## src/rtl/fetch_inst_queue.sv

```systemverilog
// fetch_inst_queue: in-order instruction queue between fetch and decode.
// Holds {PC, instruction, fetch exception flags} in a circular buffer and
// presents the oldest entry to decode. A front-end redirect (FLUSH) empties
// it; once an exception entry has been accepted, no more fetch pushes are
// taken until the next flush or reset.
//
// Handshake: an entry moves only when the producer's valid and the consumer's
// ready are both high in the same cycle, and FLUSH is low. QUEUE_READY comes
// from registered state only, so it never depends on DEC_READY. DEC_VALID and
// the DEC_* head fields also come from registered state only. While FETCH_VALID
// is high and QUEUE_READY is low, fetch holds its entry and the queue ignores it.
module fetch_inst_queue #(
    parameter int DEPTH  = 4,
    parameter int ADDR_W = 40,
    parameter int INST_W = 32
) (
    input  logic                     CLK,
    input  logic                     RST,
    input  logic                     FLUSH,
    input  logic                     FETCH_VALID,
    input  logic [ADDR_W-1:0]        FETCH_PC,
    input  logic [INST_W-1:0]        FETCH_INST,
    input  logic                     FETCH_XCPT_IF,
    input  logic                     FETCH_XCPT_MISALIGNED,
    output logic                     QUEUE_READY,
    output logic                     DEC_VALID,
    input  logic                     DEC_READY,
    output logic [ADDR_W-1:0]        DEC_PC,
    output logic [INST_W-1:0]        DEC_INST,
    output logic                     DEC_XCPT_IF,
    output logic                     DEC_XCPT_MISALIGNED,
    output logic [$clog2(DEPTH):0]   QUEUE_COUNT
);

    localparam int PTR_W = $clog2(DEPTH);
    localparam int CNT_W = PTR_W + 1;
    localparam logic [CNT_W-1:0] DEPTH_C = CNT_W'(DEPTH);

    typedef enum logic {
        ST_RUN        = 1'b0,
        ST_XCPT_BLOCK = 1'b1
    } state_t;

    state_t             state_q, state_d;
    logic [PTR_W-1:0]   rd_ptr_q, rd_ptr_d;
    logic [PTR_W-1:0]   wr_ptr_q, wr_ptr_d;
    logic [CNT_W-1:0]   count_q, count_d;

    logic [ADDR_W-1:0]  pc_mem_q   [DEPTH];
    logic [INST_W-1:0]  inst_mem_q [DEPTH];
    logic               xif_mem_q  [DEPTH];
    logic               xmis_mem_q [DEPTH];

    logic push;
    logic pop;
    logic push_xcpt;

    // Accept/consume qualification; FLUSH kills both.
    always_comb begin
        QUEUE_READY = (state_q == ST_RUN) && (count_q < DEPTH_C);
        DEC_VALID   = (count_q != '0);
        push        = FETCH_VALID && QUEUE_READY && !FLUSH;
        pop         = DEC_VALID && DEC_READY && !FLUSH;
        push_xcpt   = push && (FETCH_XCPT_IF || FETCH_XCPT_MISALIGNED);
        QUEUE_COUNT = count_q;
    end

    // Next-state for pointers, occupancy and the accept/block FSM.
    always_comb begin
        rd_ptr_d = rd_ptr_q;
        wr_ptr_d = wr_ptr_q;
        count_d  = count_q;
        state_d  = state_q;
        if (push) begin
            wr_ptr_d = wr_ptr_q + PTR_W'(1);
        end
        if (pop) begin
            rd_ptr_d = rd_ptr_q + PTR_W'(1);
        end
        case ({push, pop})
            2'b10:   count_d = count_q + CNT_W'(1);
            2'b01:   count_d = count_q - CNT_W'(1);
            default: count_d = count_q;
        endcase
        if (push_xcpt) begin
            state_d = ST_XCPT_BLOCK;
        end
        if (FLUSH) begin
            rd_ptr_d = '0;
            wr_ptr_d = '0;
            count_d  = '0;
            state_d  = ST_RUN;
        end
    end

    // Control state register.
    always_ff @(posedge CLK) begin
        if (RST) begin
            state_q  <= ST_RUN;
            rd_ptr_q <= '0;
            wr_ptr_q <= '0;
            count_q  <= '0;
        end else begin
            state_q  <= state_d;
            rd_ptr_q <= rd_ptr_d;
            wr_ptr_q <= wr_ptr_d;
            count_q  <= count_d;
        end
    end

    // Entry storage: cleared on reset, written at wr_ptr on an accepted push.
    always_ff @(posedge CLK) begin
        if (RST) begin
            for (int i = 0; i < DEPTH; i++) begin
                pc_mem_q[i]   <= '0;
                inst_mem_q[i] <= '0;
                xif_mem_q[i]  <= 1'b0;
                xmis_mem_q[i] <= 1'b0;
            end
        end else if (push) begin
            pc_mem_q[wr_ptr_q]   <= FETCH_PC;
            inst_mem_q[wr_ptr_q] <= FETCH_INST;
            xif_mem_q[wr_ptr_q]  <= FETCH_XCPT_IF;
            xmis_mem_q[wr_ptr_q] <= FETCH_XCPT_MISALIGNED;
        end
    end

    // Head presentation: zeros when empty; instruction masked on exception entries.
    always_comb begin
        DEC_PC              = '0;
        DEC_INST            = '0;
        DEC_XCPT_IF         = 1'b0;
        DEC_XCPT_MISALIGNED = 1'b0;
        if (count_q != '0) begin
            DEC_PC              = pc_mem_q[rd_ptr_q];
            DEC_XCPT_IF         = xif_mem_q[rd_ptr_q];
            DEC_XCPT_MISALIGNED = xmis_mem_q[rd_ptr_q];
            if (!(xif_mem_q[rd_ptr_q] || xmis_mem_q[rd_ptr_q])) begin
                DEC_INST = inst_mem_q[rd_ptr_q];
            end
        end
    end

endmodule

```

## config.mk

```make
export PLATFORM = sky130hd
export DESIGN_NAME = fetch_inst_queue
export DESIGN_NICKNAME = d
export VERILOG_FILES = /design/src/rtl/fetch_inst_queue.sv
export SDC_FILE = /design/constraint.sdc
export NUM_CORES = 1
export LEC_CHECK = 0
export BUFFER_PORTS_ARGS = -buffer_cell sky130_fd_sc_hd__buf_2
export CORE_MARGIN = 2
export CORE_UTILIZATION = 60
export DETAILED_ROUTE_END_ITERATION = 8
export GPL_ROUTABILITY_DRIVEN = 0
export HOLD_SLACK_MARGIN = 0.06
export PLACE_DENSITY = 0.89
export SLEW_MARGIN = 40
export SYNTH_ARGS = -nofsm -noshare
export SYNTH_HDL_FRONTEND = slang
export SYNTH_SLANG_ARGS = --single-unit
```

## constraint.sdc

```tcl
create_clock -name CLK -period 7 [get_ports CLK]
set_input_delay 0.7 -clock CLK [delete_from_list [all_inputs] [get_ports CLK]]
set_output_delay 0.7 -clock CLK [all_outputs]
set_load 0.1 [all_outputs]
```

# --- After elaboration in Yosys (flattened, before gate mapping) ---
# Memories as Yosys holds them, arrays and structs flattened. A register that Yosys moved wholly into a read port is not among the register bits.
# Cells that the tools add are included.
totals:
  regBits: 8
  ramBits: 296
  inputBits: 79
  out_inout_bits: 79
  elab_cells: 63
  memories: 4
op_classes:
  add_sub_neg: 4
  magnitude_cmp: 1
  n_eq_ne: 2
  n_mux: 31
  bitwise: 1
  n_reduce_logical: 16
mem_list:
  columns: ["name", "depth", "width", "rd", "rd_clocked_by_memory_dff", "write_ports", "line_no", "rtl"]
  rows:
  - ["pc_mem_q", 4, 40, 1, 1, 4, "49", "logic [ADDR_W-1:0] pc_mem_q [DEPTH];"]
  - ["inst_mem_q", 4, 32, 1, 1, 4, "50", "logic [INST_W-1:0] inst_mem_q [DEPTH];"]
  - ["xif_mem_q", 4, 1, 1, 1, 4, "51", "logic xif_mem_q [DEPTH];"]
  - ["xmis_mem_q", 4, 1, 1, 1, 4, "52", "logic xmis_mem_q [DEPTH];"]
ops:
  columns: ["op", "count"]
  rows:
  - ["two-way mux 32 bit", 3]
  - ["two-way mux 40 bit", 2]
  - ["OR reduction 40 bit", 1]
  - ["OR reduction 32 bit", 1]
  - ["two-way mux 2 bit", 12]
  - ["two-way mux 1 bit", 13]
  - ["logical AND 1 bit", 6]
  - ["one-hot mux 3 bit (2 select lines)", 1]
  - ["adder 2 x 1 -> 2 bit, second input constant", 2]
  - ["adder 3 x 1 -> 3 bit, second input constant", 1]
  - ["less-than comparator 3 bit, second input constant", 1]
  - ["nonzero test 3 bit", 1]
  - ["subtractor 3 x 1 -> 3 bit, second input constant", 1]
  - ["== test 2 x 1 -> 1 bit, second input constant", 1]
  - ["== test 2 bit, second input constant", 1]
  - ["logical OR 1 bit", 2]
  - ["nonzero test 2 bit", 1]
  - ["OR reduction 1 bit", 2]
  - ["OR reduction 2 bit", 1]
  - ["zero test 1 bit", 1]
  - ["inverter 1 bit", 1]

# --- Logic depth before layout (Yosys ltp) ---
logic_depth:
  depth_word: 9
  ltp_mapped: 8
  depth_no_buf: 8

# --- Worst setup path before layout ---
# Ideal clock, no wire load.
synth_path:
  path_kind: "reg2out"
  from: "reg count_q[2], in the netlist QUEUE_COUNT[2]"
  to: "out DEC_INST[11]"
  t_arrival_ps: 4190
  required_ps: 6300
  path_slack_ps: 2110
  path_stages_with_launch: 3
  path_buffers: 0
  path_cell_list: "dfxtp_1 nor3_1 nor4_1"
synth_via:
  elab_chain_cells: 2
synth_lines:
  columns: ["item", "line_no", "rtl"]
  rows:
  - ["start: declaration", "47", "logic [CNT_W-1:0] count_q, count_d;"]
  - ["start signal: assignment", "107", "count_q <= count_d;"]
  - ["nonzero test 3 bit", "134", "if (count_q != '0) begin"]
  - ["two-way mux 32 bit", "134", null]
  - ["end: declaration", "29", "output logic [INST_W-1:0] DEC_INST,"]
# No other way between the ends.

==> results.py <==
metrics = {
    "sta": {
        "fmax_ghz": 0.2686,
        "setup_violations": 0,
        "slew_violations": 0,
        "finalHoldViolCount": 0,
        "fin_setup_tns_ps": 0,
        "grt_setup_unrepaired": "false",
        "fin_hold_ws_ps": 461.6,
        "clock_skew_ps": 15.21,
        "period_minus_slack_ps": 3723,
        "worst_pin_slew_ps": 851.1,
        "relSlewSlack_pct": 43.26,
        "fin_crit_sh_pct": 53.19,
    },
    "placed_design": {
        "post_dp_cell_area_um2": 14800,
        "dpl.hpwl_um": 16000,
        "portBuffers": 157,
    },
    "setup_path": {
        "slowest_stage": "dfxtp_4",
        "critPathMaxFanout": 40,
        "reg2reg_to": "pc_mem_q[2][14]",
        "critical_path_class": "reg2out",
        "timing.critical_path.required_ps": 6300,
        "cp_slowest_stage_delay_ps": 850,
        "critical-path-top-delay-family": "flip-flops",
        "crit_arrival_ps": 3020,
        "startpoint_type": "flip-flop",
        "worst_setup_path_end_kind": "output pin",
        "crit_chain": "buf_6 -> mux4_2 -> and2_1 -> buf_2",
        "rr_startpoint": "QUEUE_COUNT[2]",
        "worst-r2r-cell-count": 6,
        "cp_num_buf_inv": 2,
        "r2r_slack_ps": 3530,
    },
    "global_route": {
        "grt_usage_pct": 23.51,
        "grt_pass1_wl_um": 43590,
        "grt_max_degree": 76,
        "grt-ovfl-total": 0,
        "antenna_found_initial": 6,
        "grt_pass1_vias": 8004,
    },
    "clocking": {
        "cts_tree": "built",
        "h-tree-depth": 1,
        "clk_path_buf_depth": 3,
        "clock-sinks": 306,
        "postCtsHoldBufs": 0,
        "postCtsSetupBuffers": 0,
        "numCtsBuffers": 29,
        "clk_pin_slew_ps": 60,
        "post_cts_resized": 0,
        "clock_latency_ps": 550,
        "root_buffer": "clkbuf_16",
    },
    "routing": {
        "totalWireLength_um": 28250,
        "drt_iter0_drc": 600,
        "wl_met2_um": 14040,
        "drtPass1Iterations": 5,
        "drc": 0,
        "post_drt_wl_per_cell_um": 21.48,
        "met3_length_um": 2188,
        "ant_nets": 0,
        "vias": 7620,
        "top_layer": "met5",
        "wl_met1_um": 11310,
        "vias_per_cell": 5.795,
    },
    "worst_hold_path": {
        "hold_start": "FETCH_INST[24]",
        "min_path_cells": 2,
        "hold_path_class": "in2reg",
        "min_to": "inst_mem_q[2][24]",
    },
    "pwr": {
        "p_int_w": 0.002962,
        "leakage_nw": 5.945,
        "finalPower_w": 0.003784,
        "seq_power_share_pct": 55.8,
        "switching_share_pct": 21.71,
        "peakVddDrop_v": 0.0002144,
        "p_sw_w": 0.0008214,
        "pwr-share-clk_pct": 37.4,
        "p_comb_share_pct": 6.8,
        "power_per_cell_area_nw_per_um2": 241.7,
    },
    "floorplan": {
        "die-area_um2": 24200,
        "die_w_um": 155.6,
        "start_util_pct": 61.06,
        "coreArea_um2": 22570,
        "rows": 55,
        "fp.dieH_um": 155.6,
        "ios": 158,
    },
    "logic_synthesis": {
        "synth_nets": 946,
        "synthesis.area_um2": 13780,
        "netlist_instances": 865,
        "ys_ff_latch": 306,
        "yosysUniqueCellTypes": 34,
        "yosysSeqAreaShare_pct": 65.95,
        "ys_warn_count": 0,
        "syn_avg_cell_area_um2": 15.93,
    },
    "layout": {
        "layout-drive-gt1-share_pct": 28.39,
        "final_cell_area_um2": 15660,
        "fin_util_pct": 69.36,
        "areaGrowthSynthToFinish_pct": 13.59,
        "nets": 1086,
    },
    "status": {
        "outcome": "finished, final reports clean",
    },
    "flow_run": {
        "maxCapViolations": 0,
    },
}
==> state kept, by name, indices dropped and copies added, names as in the netlist, named ones only <==
name / count
xif_mem_q: 4
pc_mem_q: 160
inst_mem_q: 128
rd_ptr_q: 2
xmis_mem_q: 4
wr_ptr_q: 2
state_q: 1
QUEUE_COUNT: 3
==> cells by family after synthesis <==
group	synth area share, %
compound gates	2.161
xor+xnor	0.2542
fa+ha+maj	0.2360
buf+inv	2.506
flops	65.95
mux	12.20
simple gates	16.70
==> through the flow <==
step	instances	setup WS [ps]
4_1_cts	1310	2952
2_1_floorplan	865	2110
3_5_place_dp	1259	3181
6_report	1315	3277
3_3_place_gp	1257	3247
5_1_grt	1312	3009
==> power groups by stage <==
| stage | clock network (W) | logic [W] | registers, W |
|---|---|---|---|
| floorplan | 0 | 0.000171 | 0.00214 |
| global placement | 0 | 0.000251 | 0.00215 |
| detailed placement | 0 | 0.000256 | 0.00215 |
| CTS | 0.00143 | 0.000257 | 0.00211 |
| global route | 0.00150 | 0.000272 | 0.00212 |
| finish | 0.00141 | 0.000256 | 0.00211 |
==> layer usage <==
layer,track usage (%),vias up
met2,39.44,297
li1,-,3443
met1,31.75,3829
met5,0,-
met3,4.556,49
met4,7.208,2
==> layout by cell type (no fill, tap or decap), types with 2 or more instances in the layout <==
| cell | synthesis | layout |
|---|---|---|
| buf_12 | 0 | 2 |
| clkinv_1 | 0 | 8 |
| a21boi_0 | 31 | 31 |
| or3_1 | 2 | 2 |
| nor4b_4 | 2 | 2 |
| dfxtp_1 | 10 | 8 |
| diode_2 | 0 | 5 |
| nor2_1 | 9 | 8 |
| mux4_2 | 72 | 72 |
| clkinv_2 | 0 | 4 |
| and2_1 | 338 | 338 |
| a21oi_1 | 5 | 5 |
| mux2i_1 | 6 | 6 |
| or2_4 | 0 | 2 |
| buf_6 | 5 | 4 |
| nor4_4 | 1 | 2 |
| edfxtp_1 | 296 | 296 |
| buf_2 | 8 | 157 |
| xor2_1 | 4 | 4 |
| inv_1 | 7 | 7 |
| o21ai_0 | 3 | 3 |
| clkbuf_1 | 27 | 8 |
| dfxtp_4 | 0 | 2 |
| nand2_1 | 2 | 2 |
| clkbuf_16 | 0 | 29 |
| buf_4 | 5 | 8 |
==> cell type report <==
class | count | area, µm²
clock inverter | 14 | 87.58
timing repair buffer | 171 | 930.9
inverter | 8 | 30.03
multi-input combinational | 489 | 4385
antenna | 5 | 12.51
sequential | 306 | 9096
tap | 285 | 356.6
clock buffer | 37 | 755.7
fill | 1413 | 6917
==> cells in the mapped netlist (all sizes together) <==
cell / n / share of area [%]
a21boi: 31 / 1.7
a21oi: 5 / 0.18
a31o: 1 / 0.064
and2: 338 / 15
buf: 22 / 1.1
clkbuf: 40 / 1.2
dfxtp: 10 / 1.5
edfxtp: 296 / 64
fa: 1 / 0.15
ha: 1 / 0.091
inv: 8 / 0.22
mux2i: 6 / 0.44
mux4: 72 / 12
nand2: 2 / 0.054
nand2b: 1 / 0.045
nand4: 1 / 0.045
nand4b: 1 / 0.064
nor2: 9 / 0.25
nor3: 1 / 0.036
nor4: 3 / 0.29
nor4b: 2 / 0.35
o21ai: 3 / 0.11
o311ai: 1 / 0.064
o31ai: 1 / 0.054
or2: 3 / 0.14
or3: 2 / 0.091
xor2: 4 / 0.25
==> how the worst max path moves through the flow <==
stage,from,endpoint,slack [ps],cells after the start
floorplan,QUEUE_COUNT[2],DEC_INST[11],2110,2
global placement,FLUSH,pc_mem_q[2][16],3250,7
detailed placement,FLUSH,pc_mem_q[2][18],3180,7
CTS,flip-flop,DEC_PC[33],2950,4
global route,flip-flop,DEC_INST[19],3010,5
finish,flip-flop,DEC_PC[33],3280,4
Power figures use the tool's default switching activity.
